===== config.mk =====
export PLATFORM = sky130hd
export DESIGN_NAME = inst_fetch
export DESIGN_NICKNAME = d
export VERILOG_FILES = /design/src/rtl/inst_fetch.sv
export SDC_FILE = /design/constraint.sdc
export NUM_CORES = 1
export LEC_CHECK = 0
export ABC_CLOCK_PERIOD_IN_PS = 6800
export CORE_UTILIZATION = 55
export DETAILED_ROUTE_END_ITERATION = 8
export DONT_BUFFER_PORTS = 1
export GPL_TIMING_DRIVEN = 0
export PLACE_DENSITY = 0.7
export SLEW_MARGIN = 20
export SYNTH_ARGS = -nofsm -noshare
export SYNTH_HDL_FRONTEND = slang
export SYNTH_SLANG_ARGS = --single-unit

===== constraint.sdc =====
create_clock -name clk -period 6.8 [get_ports clk]
set_input_delay 2.04 -clock clk [delete_from_list [all_inputs] [get_ports clk]]
set_output_delay 2.04 -clock clk [all_outputs]
set_load 0.01 [all_outputs]

===== src/rtl/inst_fetch.sv =====
// Instruction-fetch initiator: owns the PC, drives a combinational instruction ROM,
// and buffers fetched {pc, inst} pairs in a small FIFO ahead of the decode stage.
module inst_fetch #(
    parameter int          DEPTH    = 2,
    parameter logic [31:0] RESET_PC = 32'h0000_0000
) (
    input  logic        clk,
    input  logic        rst,
    output logic        rom_ce_o,
    output logic [31:0] rom_addr_o,
    input  logic [31:0] rom_inst_i,
    input  logic        redirect_i,
    input  logic [31:0] redirect_pc_i,
    output logic        out_valid_o,
    output logic [31:0] out_pc_o,
    output logic [31:0] out_inst_o,
    input  logic        id_ready_i
);

    localparam int          PTR_W     = (DEPTH > 1) ? $clog2(DEPTH) : 1;
    localparam int          CNT_W     = $clog2(DEPTH + 1);
    localparam logic [31:0] ZERO_WORD = 32'h0000_0000;

    logic              ce;
    logic [31:0]       pc;
    logic [PTR_W-1:0]  rd_ptr;
    logic [PTR_W-1:0]  wr_ptr;
    logic [CNT_W-1:0]  count;
    logic [31:0]       pc_mem   [DEPTH];
    logic [31:0]       inst_mem [DEPTH];

    logic pop;
    logic push;

    function automatic logic [PTR_W-1:0] ptr_next(input logic [PTR_W-1:0] p);
        return (p == PTR_W'(DEPTH - 1)) ? '0 : p + 1'b1;
    endfunction

    assign pop  = out_valid_o & id_ready_i;
    assign push = ce & ~redirect_i & ((count < CNT_W'(DEPTH)) | pop);

    assign rom_ce_o    = ce;
    assign rom_addr_o  = ce ? pc : ZERO_WORD;
    assign out_valid_o = (count != '0);
    assign out_pc_o    = out_valid_o ? pc_mem[rd_ptr]   : ZERO_WORD;
    assign out_inst_o  = out_valid_o ? inst_mem[rd_ptr] : ZERO_WORD;

    // Control state; a redirect wins over push/pop and empties the FIFO.
    always_ff @(posedge clk or posedge rst) begin
        if (rst) begin
            ce     <= 1'b0;
            pc     <= RESET_PC;
            rd_ptr <= '0;
            wr_ptr <= '0;
            count  <= '0;
        end else begin
            ce <= 1'b1;
            if (redirect_i) begin
                pc     <= redirect_pc_i & ~32'h0000_0003;
                rd_ptr <= '0;
                wr_ptr <= '0;
                count  <= '0;
            end else begin
                if (push) begin
                    pc     <= pc + 32'd4;
                    wr_ptr <= ptr_next(wr_ptr);
                end
                if (pop) begin
                    rd_ptr <= ptr_next(rd_ptr);
                end
                case ({push, pop})
                    2'b10:   count <= count + 1'b1;
                    2'b01:   count <= count - 1'b1;
                    default: count <= count;
                endcase
            end
        end
    end

    // Entry storage needs no reset: it is only visible while count is non-zero.
    always_ff @(posedge clk) begin
        if (push) begin
            pc_mem[wr_ptr]   <= pc;
            inst_mem[wr_ptr] <= rom_inst_i;
        end
    end

endmodule


==> Word-level counts from Yosys, hierarchy flattened <==
Memories as Yosys holds them, arrays and structs flattened.
Index checks and enable logic that the tools add are counted.
{ "op_classes": {"reduce_logical": 4, "n_bitwise": 5, "n_lt_le_gt_ge": 1, "eq_ne": 2, "muxes": 15, "addsub": 5} }
{ "op_table": {"columns": ["operator", "n"], "rows": [
  ["2-to-1 mux 32 bit", 5],
  ["adder 32 x 3 -> 32 bit, second input constant", 1],
  ["2-to-1 mux 1 bit", 8],
  ["nonzero test 2 bit", 3],
  ["one-hot mux 2 bit (2 select lines)", 1],
  ["bitwise AND 1 bit", 3],
  ["nonzero test 3 bit", 1],
  ["adder 1 bit, second input constant", 2],
  ["adder 2 x 1 -> 2 bit, second input constant", 1],
  ["== test 2 x 1 -> 1 bit, second input constant", 1],
  ["== test 2 bit, second input constant", 1],
  ["less-than comparator 2 bit, second input constant", 1],
  ["2-to-1 mux 2 bit", 1],
  ["subtractor 2 x 1 -> 2 bit, second input constant", 1],
  ["inverter 1 bit", 1],
  ["bitwise OR 1 bit", 1]
]} }
{ "word_totals": {"mem_count": 2, "ff_bits": 37, "ramBits": 128} }
{ "mem_list": {"columns": ["name", "words", "word_bits", "read_ports", "rd_ports_with_merged_regs", "write_ports", "line_no", "text"], "rows": [
  ["inst_mem", 2, 32, 1, 0, 1, "30", "logic [31:0] inst_mem [DEPTH];"],
  ["pc_mem", 2, 32, 1, 0, 1, "29", "logic [31:0] pc_mem [DEPTH];"]
]} }

==> Longest topological paths before layout <==
Gate-level depths: netlist of run 1.
{ "depth": {"word_depth": 7, "depth_mapped": 6, "ltp_nobuf": 5} }

==> Worst setup path before layout of run 1 <==
No wires, ideal clock.
{ "synth_path": {"path_kind": "input port to flip-flop", "from": "in redirect_i", "to": "mem inst_mem[0][0] (enable)", "arrival_ps": 5070, "path_buffers": 1, "required_time_ps": 6318, "slack_ps": 1248, "cell_stages": 4, "cell_sequence": "clkbuf_1 -> nor2b_1 -> nand2_1 -> nor2_1"} }
{ "synth_via": {"elab_chain_len": 5} }
{ "synth_rtl": {"columns": ["item", "line_no", "text"], "rows": [
  ["start, declared", "12", "input logic redirect_i,"],
  ["inverter 1 bit", "40", "assign push = ce & ~redirect_i & ((count < CNT_W'(DEPTH)) | pop);"],
  ["bitwise AND 1 bit (2 in a row)", "40", null],
  ["2-to-1 mux 1 bit", "82", "if (push) begin"],
  ["2-to-1 mux 1 bit (implied by the code)", "84", "inst_mem[wr_ptr] <= rom_inst_i;"],
  ["end, declared", "30", null]
]} }
Every way passes these cells.

==> Final worst setup path of run 1 <==
{ "layout_path": {"from": "reg rd_ptr", "to": "out out_pc_o[29]"} }
{ "layout_via": {"elab_chain_len": 2} }
{ "layout_rtl": {"columns": ["item", "line_no", "text"], "rows": [
  ["start, declared", "26", "logic [PTR_W-1:0] rd_ptr;"],
  ["start signal, assigned", "69", "rd_ptr <= ptr_next(rd_ptr);"],
  ["memory (2 x 32 bit)", null, null],
  ["2-to-1 mux 32 bit", "45", "assign out_pc_o = out_valid_o ? pc_mem[rd_ptr] : ZERO_WORD;"],
  ["end, declared", "15", "output logic [31:0] out_pc_o,"]
]} }
Every way passes these cells.

==> results of run 1 <==
## logic make-up after synthesis
group,count (synthesis)
AO/OA/AOI/OAI,34
other,2
buffers and inverters,33
adder cells (fa/ha/maj),1
flip-flops,159
AND/OR/NAND/NOR,198
multiplexers,67
XOR/XNOR,24
## worst register-to-register path, cell delays in order, from the launching register on
cell     delay (ns)
dfrtp_1        0.62
nor2b_1        0.27
nand2_1        0.15
nor2_4         0.60
buf_16         0.26
buf_16         0.19
## stage by stage
stage	setup TNS, ns	hold slack, ns
6_report	0	0.545
5_1_grt	0	0.574
4_1_cts	0	0.548
3_5_place_dp	0	0.534
3_3_place_gp	-17.60	0.493
2_1_floorplan	0	0.469
## where the power goes
part / total (mW) / leakage, nW / switching [mW] / internal (mW)
logic: 0.205 / 0.818 / 0.134 / 0.0713
registers: 1.15 / 1.57 / 0.0399 / 1.11
clock network: 0.997 / 0.309 / 0.344 / 0.653
total: 2.35 / 2.70 / 0.518 / 1.83
## layout make-up
cell class | count | share of cell area (%)
Clock buffer | 26 | 6.40
Sequential cell | 159 | 59.0
Multi-Input combinational cell | 329 | 27.4
Inverter | 4 | 0.193
Buffer | 29 | 1.70
Tap cell | 168 | 2.70
Clock inverter | 6 | 1.67
Timing Repair Buffer | 3 | 0.963
## flip-flops by register name (all words and copies together), names as in the netlist
signal	count
count	2
inst_mem	64
pc	30
pc_mem	60
rd_ptr	1
rom_ce_o	1
wr_ptr	1
## cell usage in the layout (no fill, tap or decap), types with 3 or more instances in the layout
cell type	instances
inv_1	3
buf_4	4
nand4_1	10
nor2_1	67
mux2_2	3
and3_1	4
nor3_1	3
xnor2_1	7
buf_1	5
nand3b_1	3
nor2b_1	3
nor4_1	3
clkbuf_1	23
bufinv_16	4
edfxtp_1	124
nand2_1	39
conb_1	5
nand2b_1	3
clkbuf_16	17
nand3_1	9
clkbuf_8	4
o21ai_0	26
mux2i_1	64
xor2_1	17
and4_1	5
dfrtp_1	35
and2_1	34
## metal layers
metal	vias up	GRT usage [%]
met3	12	6.32
met2	117	35.9
met5	-	0
li1	1896	-
met4	0	8.60
met1	1967	27.6
## path summary, 6_finish.rpt
kind | cells after the start | to | start
setup / recovery | 4 | out_pc_o[29] | rd_ptr$_DFFE_PP0P_
hold / removal | 0 | pc_mem[1][31]$_DFFE_PP_ | pc[31]$_DFFE_PP0P_
setup reg to reg | 5 | pc_mem[0][13]$_DFFE_PP_ | rom_ce_o$_DFF_PP0_
hold reg to reg | 0 | pc_mem[1][31]$_DFFE_PP_ | pc[31]$_DFFE_PP0P_
max in group asynchronous | 1 | pc[3]$_DFFE_PP0P_ | rst
min in group asynchronous | 1 | pc[17]$_DFFE_PP0P_ | rst
==> results, run 1 <==
- The flow ran to the end, and the final reports show no timing, DRC or antenna violations.
- The leftover overflow at the end of global routing is 0.
- The synthesized netlist devotes 0.182% of its cell area to adder and majority cells.
- The endpoint kind of the worst setup timing path is an output pin.
- In this run the tightest slew margin relative to its limit is 43.4%.
- From synthesis to final layout, the design area changed by 13.7%.
- The synthesized netlist devotes 2.74% of its cell area to compound gates.
- Counting every sink on the clock net gives 159.
- By count the netlist is led by edfxtp_1, nor2_1, mux2i_1, nand2_1, dfrtp_1.
- Data on the critical path arrives at its endpoint at 2.24 ns.
- The routed length on met2 is 6.90 mm.
- Across all register-to-register paths, the minimum setup slack is 4.41 ns.
- The worst-case clock buffer depth is 2.
- Global routing used 21.9% of the available tracks.
- The final wirelength is 13.7 mm.
- The post-synthesis share of cell area spent on and, or, nand and nor gates is 14.9%.
- The most used flip-flop cell after synthesis is edfxtp_1.
- Routed signal wires occupy layers up through met4.
- The count of unresolved DRC violations after routing is 0.
- The utilization after layout is 64.7%.
- The areal power density over the cells is 302 nW/um^2.
- The via count of the first global-routing pass is 3865.
- The post-DP HPWL is 9.53 mm.
- By area, the combinational part of the netlist is dominated by simple AND/OR/NAND/NOR gates.
- The leakage power figure is 2.70 nW.
- After synthesis, flip-flops and latches occupy 67.0% of the total area.
- The clock tree root buffer cell is clkbuf_16.
- The number of max-slew violations in the final report is 0.
- The number of distinct library cells after synthesis is 41.
- The number of synthesized flops with an enable pin is 124.
- During placement, the flow inserted port buffers numbering 0.
- The worst path setup slack after routing is 2.52 ns.
- The register bit count reported by yosys is 159.
- By area the synthesized netlist is led by edfxtp_1, dfrtp_1, mux2i_1, nor2_1, and2_1.
- The number of post-CTS setup repair buffers is 0.
- The amount of wire on met3 after detailed routing is 904 um.
- The slew at the pin closest to its max-slew limit is 0.845 ns.
- The most common cell in the synthesized netlist is edfxtp_1.
- Gates resized during post-CTS repair numbered 0.
- The final route contains 3992 vias.
- The CTS buffer count is 17.
- For this design, the slowest cell found on the critical path is buf_1.
- Cells with a size suffix above 1 make up 8.45% of the layout.
- The remaining antenna violation count after routing is 0.
- The number of max-cap violations is 0.
- Averaged over all synthesized cells, the footprint is 13.2 um^2.
- The die covers 12900 um^2.
- The first routing iteration left 240 violations.
- The area of the placeable core is 12100 um^2.
- The Yosys step of the flow raised 0 warnings.
- The maximum operating frequency is 234 MHz.
- For this run, the slowest stage of the critical path takes 0.61 ns.
- The number of antenna violations at the first check in global routing is 0.
- In the final layout, flip-flops and latches occupy 4600 um^2.
- The detailed-router iteration count before antenna repair is 4.
- Broken down by cell family, the worst path's largest delay share belongs to buffers and inverters.
- The startpoint type of the worst setup path is a register.
- In this run the vertical extent of the chip is 114 um.
- In the final layout, the multi-input gates occupy 2140 um^2.
- The number of placed instances, taps included is 692.
- Along the worst path, the maximum fanout reaches 10.
- Clock latency on the worst-skew pair, taken at its later pin, is 0.42 ns.
- The critical path is of the reg -> out type.
- The critical path goes through clkbuf_1, buf_1, mux2i_1, nor2_1.
- Summing all placed instances gives a cell area of 7170 um^2.
- The post-synthesis instance area is 6860 um^2.
- The first global-routing pass estimated 20.8 mm of wire.
- The largest total area in the synthesized netlist belongs to edfxtp_1.
- Subtracting the final worst setup slack from the clock period gives 4.28 ns.
- For this block, wires on met1 add up to 5.72 mm.
- The routability congestion estimate is 0.749.
- The final instance area is 7800 um^2.
- The clock tree from TritonCTS is built.
- The overall power after layout is 2.35 mW.
- The data required time of the worst path is 4.76 ns.
- The gate count of the mapped netlist is 518.
- In the synthesized netlist the async set-or-reset flop fraction comes to 22.0%.
- The final layout net count is 612.
- The number of buffers inserted by hold repair at cts is 0.
- The path class of the tightest hold or removal check is reg -> reg.
- Prior to clock tree synthesis, the placed netlist has a worst setup slack of 2.75 ns.
- Setup repair after global routing left no endpoint under its margin.
- Dividing the detail-routed via count by the number of cells gives 5.51.
- The maximum number of pins on one net before global-route repair is 42.
- Setup violations remaining at the end of the flow were counted as 0.
- In the final routed layout, each cell accounts on average for 18.9 um.
- The clock input transition at the sequential cells of the worst setup and hold paths is 0.06 ns.
- Counting both buffers and inverters, the worst setup path holds a total of 2.
- Of the post-synthesis cell area, the dominant cell type holds 54.3%.
- In this run the horizontal extent of the chip is 114 um.
- The number of levels in the clock H-tree is 4.
- The number of top-level pins is 166.
- The portion of synthesized area spent on multiplexers is 9.83%.
- In the finished design, the share of the clock period the worst path needs comes to 63.0%.
- The worst-case IR drop observed on VDD is 0.168 mV.
- The layout has 885 filler cells.
- The count of cells in the finished layout, fillers not included, comes to 724.
- For the final database, setup skew stands at 0.00500 ns.
- The site row count is 40.
- The count of endpoints failing hold in the final timing report was 0.
- Once the floorplan was initialized, standard cells occupied 56.9% of the core.
- The area share of xor/xnor cells in the synthesized design is 3.06%.
- 0 antenna diodes ended up in the layout.
Note: power is estimated with default switching activity, not from simulation.
==> run 2: changes to the inputs <==
ABC_CLOCK_PERIOD_IN_PS = 4300   (was 6800)
clock period = 4.3 ns   (was 6.8 ns; I/O delays follow)
==> run 2 against run 1 <==
Compared with the run above: die area stayed put; sequential cell count stayed put; global-route usage is 0.79 points higher; final area is 0.42% lower; setup slack worse by 1.8 ns; count of clock-buffer cells in the layout is 9 lower.
==> results, run 2 (synthesis gave the netlist of run 1 again) <==
- After floorplanning, the core was sized to cover 12100 um^2.
- The overall power after layout is 3.65 mW.
- The post-detailed-route via-to-cell ratio is 5.52.
- The count of cells resized by post-cts repair is 0.
- Headroom to the max-slew limit came out at 39.3%.
- The number of max-slew violations in the final report came to 0.
- The worst path uses 83.1% of the clock period.
- The data required time of the worst path is 3.01 ns.
- During I/O placement, the number of pins put on the boundary was 166.
- The clock passes through at most 2 buffers.
- The later pin in the worst-skew pair is clocked with a latency of 0.42 ns.
- For this run the aggregate overflow at the end of global routing stands at 0.
- The maximum fanout along the worst path is 10.
- Global routing used 22.7% of the available tracks across all layers.
- The final wirelength is 13.9 mm.
- The total number of vias is 3998.
- In this design, the largest share of critical-path delay is due to buffers and inverters.
- The minimum clock period is 3.57 ns.
- The floorplan step set the die width to 114 um.
- The post-DP HPWL is 9.54 mm.
- The wire length of the first global-routing pass is 21.6 mm.
- The first detailed-routing pass took 4 iterations.
- The register name with the most flops is inst_mem.
- The growth of design area from synthesis to finish is 13.2%.
- The number of antenna violations at the first check in global routing was 0.
- The site row count is 40.
- Setup violations remaining at the end of the flow were counted as 0.
- On the final layout, the worst clock skew is 0.0125 ns.
- The largest stage delay on the critical path is 0.64 ns.
- The repair_antennas step left the layout with diodes totalling 0.
- In the final routed layout, each cell accounts on average for 19.3 um.
- In the layout the commonest cells are edfxtp_1, nor2_1, mux2i_1, nand2_1, dfrtp_1.
- At the pin with the least slew margin, the transition time is 0.907 ns.
- The fraction of layout instances using a drive strength above 1 is 9.35%.
- Counting the buffers created by CTS gives 17.
- The flow ran to the end, and the final reports show no timing, DRC or antenna violations.
- The first routing iteration left 277 violations.
- The final layout net count is 612.
- The clock tree synthesis step divided the H-tree into 4 levels.
- Among all stages on the critical path, the largest delay is contributed by buf_1.
- The class of the tightest hold or removal check is reg -> reg.
- The number of buffer and inverter stages on the critical path is 2.
- The area enclosed by the die boundary is 12900 um^2.
- Based on the critical path, the design can be clocked at up to 280 MHz.
- The critical path goes through clkbuf_1, buf_1, mux2i_1, nor2_1.
- Input and output buffers added on the ports amount to 0.
- The clock drives 159 sinks.
- The number of post-CTS setup repair buffers is 0.
- The highest ir drop seen on vdd is 0.204 mV.
- The worst setup path is captured at an output pin.
- The register with the most flip-flops in the layout has 64 of them.
- The clock tree from TritonCTS is built.
- After clock tree synthesis, the clock-pin slew on the worst setup and hold paths is 0.06 ns.
- In the final layout, the registers with the most flip-flops are inst_mem (64), pc_mem (60), pc (30).
- Data on the critical path arrives at its endpoint at 2.28 ns.
- The commonest non-fill, non-tap cell in the layout is edfxtp_1.
- The critical path start-end classification is reg -> out.
- Entering global routing, the biggest net connects 42 pins.
- At the end of routability-driven placement, the weighted congestion stood at 0.754.
- The tree is rooted in a clkbuf_16.
- The count of unresolved DRC violations after routing is 0.
- In this run the static leakage power is 2.67 nW.
- The number of max-cap violations is 0.
- The remaining antenna violation count after routing is 0.
- The areal power density over the cells is 471 nW/um^2.
- The die boundary height is 114 um.
- The layout filler cell count is 888.
- The initial standard-cell utilization of the core is 56.9%.
- Setup repair after global routing left no endpoint under its margin.
- The via count of the first global-routing pass is 4073.
- The number of buffers inserted by hold repair at cts is 0.
- Once layout is complete, the utilization of the core stands at 64.4%.
- The count of endpoints failing hold in the final timing report was 0.
- The worst setup path is launched from a register.
==> run 2: cell types whose count changed in the layout (fill, tap and decap cells not counted), sizes merged <==
cell,before,now
clkbuf,44,35
bufinv,4,2
clkinvlp,0,3
clkinv,2,1
inv,4,13
==> run 2: area by class of cell <==
| class | count | area (um^2) | area share [%] |
|---|---|---|---|
| inverter | 4 | 15.0 | 0.193 |
| multi-input combinational | 329 | 2140 | 27.5 |
| sequential | 159 | 4600 | 59.2 |
| tap | 168 | 210 | 2.71 |
| clock inverter | 15 | 171 | 2.21 |
| buffer | 29 | 133 | 1.71 |
| timing repair buffer | 3 | 75.1 | 0.967 |
| clock buffer | 17 | 425 | 5.48 |
==> run 2: worst reg2reg max path: cells and delay by family, from the launching register on <==
family / cells / cell delay (ns)
and+or+nand+nor: 3 / 1.18
xor gates and xnor gates: 1 / 0.11
DFF: 1 / 0.63
muxes: 1 / 0.27
==> run 2: path summary, 6_finish.rpt <==
check / startpoint / to / slack [ns] / cells after the start
max in group asynchronous: rst / pc[29]$_DFFE_PP0P_ / 2.92 / 1
hold reg to reg: pc[31]$_DFFE_PP0P_ / pc_mem[1][31]$_DFFE_PP_ / 0.54 / 0
min in group asynchronous: rst / pc[10]$_DFFE_PP0P_ / 0.89 / 1
hold / removal: pc[31]$_DFFE_PP0P_ / pc_mem[1][31]$_DFFE_PP_ / 0.54 / 0
setup reg to reg: rom_ce_o$_DFF_PP0_ / pc[26]$_DFFE_PP0P_ / 1.98 / 5
setup / recovery: rd_ptr$_DFFE_PP0P_ / out_pc_o[12] / 0.73 / 4
==> run 2: metrics by stage <==
step	cells	TNS, ns	area, um^2	setup slack, ns	hold WS (ns)
6_report	724	0	7770	0.726	0.542
5_1_grt	724	0	7770	0.556	0.568
4_1_cts	724	0	7770	0.664	0.548
3_5_place_dp	692	0	7170	1.13	0.526
3_3_place_gp	689	-32.37	7080	-0.398	0.509
2_1_floorplan	521	0	6870	0.532	0.469
==> run 2: power by group <==
| part | switching, mW | total, mW | internal [mW] | leakage (nW) |
|---|---|---|---|---|
| combinational | 0.213 | 0.326 | 0.113 | 0.818 |
| clock | 0.637 | 1.51 | 0.875 | 0.286 |
| sequential | 0.0631 | 1.82 | 1.75 | 1.57 |
==> run 2: metal layers <==
| metal | global-route usage, % | part of all wire [%] |
|---|---|---|
| met4 | 9.21 | 0.74 |
| met3 | 6.11 | 6.7 |
| met2 | 37.6 | 51 |
| met5 | 0 | 0 |
| met1 | 28.4 | 42 |
